<file path="src/rtl/ahb_rr_arbiter.sv">
// ---------------------------------------------------------------------------
// ahb_rr_arbiter
//   Round-robin AHB bus arbiter for 2..4 masters. Grants are re-evaluated
//   only at arbitration points: the bus is ready, not locked, no fixed-length
//   burst is running, and the owner has released (request low or IDLE).
//   With no requester the grant parks on the last owner.
//
// Optional feature (macro ARB_TIMEOUT_EN):
//   Adds a tenure counter. After TIMEOUT_CYCLES owner cycles with another
//   master waiting, the owner is forced out at the next ready arbitration
//   opportunity and excluded from that round.
//
// Ports:
//   HCLK          bus clock, rising edge
//   HRESET        synchronous reset, active high
//   hbusreq       per-master request level
//   HTRANS        shared-bus transfer type
//   HBURST        shared-bus burst type
//   HMASTLOCK     shared-bus lock
//   HREADY        shared-bus ready
//   hgrant        one-hot address-phase grant
//   hmaster       binary index of the granted master
//   hmaster_data  index of the master owning the current data phase
// ---------------------------------------------------------------------------
module ahb_rr_arbiter #(
    parameter int NUM_MASTERS    = 2,
    parameter int TIMEOUT_CYCLES = 16
) (
    input  logic                   HCLK,
    input  logic                   HRESET,
    input  logic [NUM_MASTERS-1:0] hbusreq,
    input  logic [1:0]             HTRANS,
    input  logic [2:0]             HBURST,
    input  logic                   HMASTLOCK,
    input  logic                   HREADY,
    output logic [NUM_MASTERS-1:0] hgrant,
    output logic [1:0]             hmaster,
    output logic [1:0]             hmaster_data
);

    if (NUM_MASTERS < 2 || NUM_MASTERS > 4 || TIMEOUT_CYCLES < 2) begin : g_param_check
        $error("ahb_rr_arbiter: illegal parameter value");
    end

    localparam logic [1:0] TRANS_IDLE   = 2'b00;
    localparam logic [1:0] TRANS_NONSEQ = 2'b10;
    localparam logic [1:0] TRANS_SEQ    = 2'b11;

    typedef enum logic {PARK, OWNED} state_t;
    state_t state;

    logic [4:0] beat_cnt;
    logic [4:0] burst_len;
    logic [3:0] req_pad;
    logic [3:0] owner_mask;
    logic [3:0] grant_pad;
    logic [1:0] winner;
    logic [1:0] cand;
    logic       owner_req;
    logic       other_req;
    logic       burst_active;
    logic       burst_start;
    logic       timeout_hit;
    logic       arb_en;
    logic       found;

    // Requests widened to four lanes so the 2-bit hmaster can index them
    // for any legal NUM_MASTERS; unused lanes stay zero.
    always_comb begin
        req_pad                  = 4'b0000;
        req_pad[NUM_MASTERS-1:0] = hbusreq;
    end

    assign owner_mask   = 4'b0001 << hmaster;
    assign owner_req    = |(req_pad & owner_mask);
    assign other_req    = |(req_pad & ~owner_mask);
    assign burst_active = (beat_cnt != 5'd0);
    assign burst_start  = HREADY && (HTRANS == TRANS_NONSEQ) && (HBURST >= 3'd2);

    // Remaining SEQ beats after the NONSEQ of a fixed-length burst.
    always_comb begin
        case (HBURST[2:1])
            2'b01:   burst_len = 5'd3;
            2'b10:   burst_len = 5'd7;
            2'b11:   burst_len = 5'd15;
            default: burst_len = 5'd0;
        endcase
    end

    // Round-robin search starting one past the current owner; the owner is
    // considered last, and skipped entirely when forced out by timeout.
    always_comb begin
        found  = 1'b0;
        winner = hmaster;
        cand   = hmaster;
        for (int k = 1; k <= NUM_MASTERS; k++) begin
            cand = 2'((int'(hmaster) + k) % NUM_MASTERS);
            if (!found && req_pad[cand] && !(timeout_hit && cand == hmaster)) begin
                found  = 1'b1;
                winner = cand;
            end
        end
    end

    assign grant_pad = 4'b0001 << winner;

`ifdef ARB_TIMEOUT_EN
    localparam int            TW         = $clog2(TIMEOUT_CYCLES);
    localparam logic [TW-1:0] TENURE_MAX = TW'(TIMEOUT_CYCLES - 1);

    logic [TW-1:0] tenure_cnt;

    assign timeout_hit = (state == OWNED) && (tenure_cnt == TENURE_MAX) && other_req;

    // Saturates so a pending expiry survives wait states, locks and bursts.
    always_ff @(posedge HCLK) begin
        if (HRESET) begin
            tenure_cnt <= '0;
        end else if (state == PARK || (arb_en && found && winner != hmaster)) begin
            tenure_cnt <= '0;
        end else if (tenure_cnt != TENURE_MAX) begin
            tenure_cnt <= tenure_cnt + 1'b1;
        end
    end
`else
    assign timeout_hit = 1'b0;
`endif

    // A burst start on this edge wins over any competing request.
    always_comb begin
        arb_en = HREADY && !HMASTLOCK && !burst_active && !burst_start;
        if (state == OWNED) begin
            arb_en = arb_en && (!owner_req || HTRANS == TRANS_IDLE || timeout_hit);
        end
    end

    always_ff @(posedge HCLK) begin
        if (HRESET) begin
            state        <= PARK;
            hgrant       <= NUM_MASTERS'(1);
            hmaster      <= 2'd0;
            hmaster_data <= 2'd0;
            beat_cnt     <= 5'd0;
        end else begin
            if (HREADY) begin
                hmaster_data <= hmaster;
            end

            if (burst_start) begin
                beat_cnt <= burst_len;
            end else if (HREADY && burst_active) begin
                if (HTRANS == TRANS_SEQ) begin
                    beat_cnt <= beat_cnt - 5'd1;
                end else if (HTRANS == TRANS_IDLE) begin
                    beat_cnt <= 5'd0;
                end
            end

            if (arb_en) begin
                if (found) begin
                    state   <= OWNED;
                    hmaster <= winner;
                    hgrant  <= grant_pad[NUM_MASTERS-1:0];
                end else begin
                    state <= PARK;
                end
            end
        end
    end

endmodule

</file>
<file path="config.mk">
export PLATFORM = sky130hd
export DESIGN_NAME = ahb_rr_arbiter
export DESIGN_NICKNAME = d
export VERILOG_FILES = /design/src/rtl/ahb_rr_arbiter.sv
export SDC_FILE = /design/constraint.sdc
export NUM_CORES = 1
export LEC_CHECK = 0
export CORE_MARGIN = 4
export CORE_UTILIZATION = 50
export DETAILED_ROUTE_END_ITERATION = 16
export DONT_BUFFER_PORTS = 1
export HOLD_SLACK_MARGIN = 0.03
export PLACE_DENSITY = 0.66
export SETUP_SLACK_MARGIN = 0.02
export SLEW_MARGIN = 20
export SYNTH_ARGS = -nofsm -noshare
export SYNTH_HDL_FRONTEND = slang
export SYNTH_SLANG_ARGS = --single-unit
</file>
<file path="constraint.sdc">
create_clock -name HCLK -period 1.9 [get_ports HCLK]
set_clock_uncertainty 0.05 [all_clocks]
set_input_delay 0.475 -clock HCLK [delete_from_list [all_inputs] [get_ports HCLK]]
set_output_delay 0.475 -clock HCLK [all_outputs]
set_load 0.1 [all_outputs]
</file>
==> impl_metrics.env <==
export IMPL_p_per_area_nw_per_um2=684
export IMPL_wirelength_mm=1.60
export IMPL_syn_area_um2=746
export IMPL_synth_top_family_by_area="simple AND/OR/NAND/NOR gates"
export IMPL_worstSetupStartpointType="flip-flop"
export IMPL_core_area_um2=1350
export IMPL_synth_xor_area_share_pct=0
export IMPL_seq_area_frac_synth_pct=32.2
export IMPL_path_cells="inv_1, ha_2, or4b_4, nand4_1, a221oi_2, a31o_2"
export IMPL_cts_clk_slew_worst_paths_ns=0.07
export IMPL_netlist_area_leader_share_pct=32.2
export IMPL_cp_data_required_time_ns=2.01
export IMPL_antenna_found_initial=0
export IMPL_cts_hold_buffers=0
export IMPL_yosys_top_cells_area="dfxtp_1, inv_1, nor2_1"
export IMPL_grt_max_degree=13
export IMPL_syn_num_nets=99
export IMPL_reg2reg_slack_ns=0.14
export IMPL_critical_path_class="flip-flop to flip-flop"
export IMPL_rr_startpoint="beat_cnt[0]$_SDFFE_PP0P_"
export IMPL_fin_crit_sh_pct=92.6
export IMPL_yosysTopAreaCell="dfxtp_1"
export IMPL_wl_met1_um=646
export IMPL_fp_row_count=13
export IMPL_ys_types=42
export IMPL_critical_path_top_delay_family="simple AND/OR/NAND/NOR gates"
export IMPL_yosysMostFrequentCell="dfxtp_1"
export IMPL_dieHeight_um=46.6
export IMPL_ir_worst_vdd_mv=0.461
export IMPL_hp_class="input pin to flip-flop"
export IMPL_dr_max_layer_used="met4"
export IMPL_grt_pass1_wl_mm=2.76
export IMPL_n_antenna_cell=0
export IMPL_slew_violations=0
export IMPL_grt_pass1_vias=646
export IMPL_critPathCaptureType="flip-flop"
export IMPL_worst_path_max_fanout=5
export IMPL_fp_dieW_um=46.6
export IMPL_arrival_ns=1.87
export IMPL_h_tree_depth=1
export IMPL_fin_util_pct=61.9
export IMPL_slowest_delay_ns=0.50
export IMPL_post_route_drc_count=0
export IMPL_wl_met3_um=64
export IMPL_cts_max_path_buffers=2
export IMPL_synth_cells=87
export IMPL_finalHoldViolations=0
export IMPL_wl_met2_um=870
export IMPL_max_cap_violations=0
export IMPL_rr_endpoint="beat_cnt[3]$_SDFFE_PP0P_"
export IMPL_initial_core_util_pct=55.2
export IMPL_clock_latency_ns=0.26
export IMPL_nets=108
export IMPL_area_growth_pct=12.1
export IMPL_rsz0062_at_grt="no"
export IMPL_overflow=0
export IMPL_leakage_nw=0.321
export IMPL_yosys_warnings=0
export IMPL_hpwlAfterDp_mm=1.27
export IMPL_grt_usage_pct=17.4
export IMPL_relSlewSlack_pct=77.6
export IMPL_gp_congestion=0.852
export IMPL_drtIter0Drc=8
export IMPL_ys_dominant_reg_cell="dfxtp_1"
export IMPL_vias_per_cell=6.06
export IMPL_cts_root_buf="clkbuf_4"
export IMPL_synthMuxAreaShare_pct=4.19
export IMPL_drt_pass1_iter_count=4
export IMPL_synth_seq_cells=12
export IMPL_cts_resized=0
export IMPL_synthAdderAreaFrac_pct=3.02
export IMPL_seq_area_um2=243
export IMPL_period_minus_slack_ns=1.76
export IMPL_multiInputGateArea_um2=462
export IMPL_cts_tree="yes"
export IMPL_cts_buffers=3
export IMPL_fillCellCount=119
export IMPL_synthSimpleGateAreaFrac_pct=31.5
export IMPL_ioPinCount=17
export IMPL_fmax_mhz=568
export IMPL_die_area_um2=2170
export IMPL_wl_per_cell_um=14.6
export IMPL_num_vias=661
export IMPL_drive_gt1_share_pct=31.9
export IMPL_synth_area_per_cell_um2=8.57
export IMPL_min_path_cells=1
export IMPL_whs_endpoint="hmaster[0]$_SDFFE_PP0P_"
export IMPL_ys_top_cells_by_count="dfxtp_1, inv_1, nor2_1"
export IMPL_synth_edff_count=0
export IMPL_synth_async_sr_flop_share_pct=0
export IMPL_status="finished clean"
export IMPL_setup_tns_ns=0
export IMPL_tightest_slew_ns=0.331
export IMPL_setup_viol=0
export IMPL_portBuffers=0
export IMPL_ant_nets=0
export IMPL_r2r_worst_path_cells=6
export IMPL_cts_setup_buffers=0
export IMPL_synth_compound_area_share_pct=22.1
export IMPL_hold_start="HRESET"
export IMPL_cp_slowest_cell="or4b_4"
export IMPL_cts_sinks=12
export IMPL_cp_num_buf_inv=1
[area by class of cell]
type	instances	share of cell area, %
Timing Repair Buffer	8	7.19
Tap cell	15	2.25
Inverter	8	3.59
Sequential cell	12	29.0
Multi-Input combinational cell	63	55.2
Clock buffer	3	2.69
[per-stage QoR]
step / power (W) / std cells / setup slack, ns / hold slack, ns / cell area [µm²]
finish: 0.000572 / 109 / 0.140 / 0.213 / 836
global route: 0.000606 / 109 / 0.0219 / 0.211 / 836
CTS: 0.000574 / 109 / 0.0925 / 0.211 / 828
detailed placement: 0.000429 / 106 / 0.109 / 0.436 / 806
global placement: 0.000425 / 106 / 0.146 / 0.421 / 806
floorplan: 0.000410 / 87 / 0.149 / 0.413 / 748
[where the power goes]
part	switching, W	total (W)	internal [W]	leakage, nW
sequential	0.00000994	0.000274	0.000264	0.0985
clock	0.0000745	0.000148	0.0000730	0.0138
combinational	0.0000855	0.000150	0.0000645	0.208
total	0.000170	0.000572	0.000402	0.321
[worst max-delay path by stage]
stage	cells past startpoint	start	slack [ns]	endpoint
final	6	beat_cnt[0]$_SDFFE_PP0P_	0.14	beat_cnt[3]$_SDFFE_PP0P_
after global routing	6	beat_cnt[0]$_SDFFE_PP0P_	0.02	hmaster[0]$_SDFFE_PP0P_
after CTS	6	beat_cnt[0]$_SDFFE_PP0P_	0.09	beat_cnt[3]$_SDFFE_PP0P_
after detailed placement	6	beat_cnt[0]$_SDFFE_PP0P_	0.11	beat_cnt[3]$_SDFFE_PP0P_
after global placement	6	beat_cnt[0]$_SDFFE_PP0P_	0.15	hmaster[0]$_SDFFE_PP0P_
after floorplan	6	HTRANS[0]	0.15	beat_cnt[3]$_SDFFE_PP0P_
[sequential cells by signal, summed over array words and instances (netlist names)]
| name | count |
|---|---|
| hmaster_data | 2 |
| state | 1 |
| hgrant | 2 |
| hmaster | 2 |
| beat_cnt | 5 |
[kinds of logic (layout without fill, tap and decap cells)]
kind of cell / Yosys count / after routing
muxes: 3 / 3
DFF: 12 / 12
and+or+nand+nor: 39 / 39
adders and majority gates: 2 / 2
AOI/OAI and AO/OA: 19 / 19
buffers and inverters: 12 / 19
[metal layers]
layer / GRT usage, % / vias to the layer above
li1: - / 335
met1: 19.7 / 313
met2: 32.1 / 11
met3: 3.91 / 2
met4: 4.97 / 0
met5: 0 / -
[cells in the final DEF, fill, tap and decap left out, types with 2 or more instances in the layout]
cell type and instances:
nand2_1 7, dfxtp_2 2, buf_4 8, nor3b_2 2, nand3_1 3, a31oi_1 3, nand4_1 2, nor2_1 8
dfxtp_1 10, a211oi_1 2, inv_1 8, o21ai_1 2, and3_1 2, mux2i_1 2, clkbuf_4 3, nor3_1 3
Note: power is estimated with default switching activity, not from simulation.
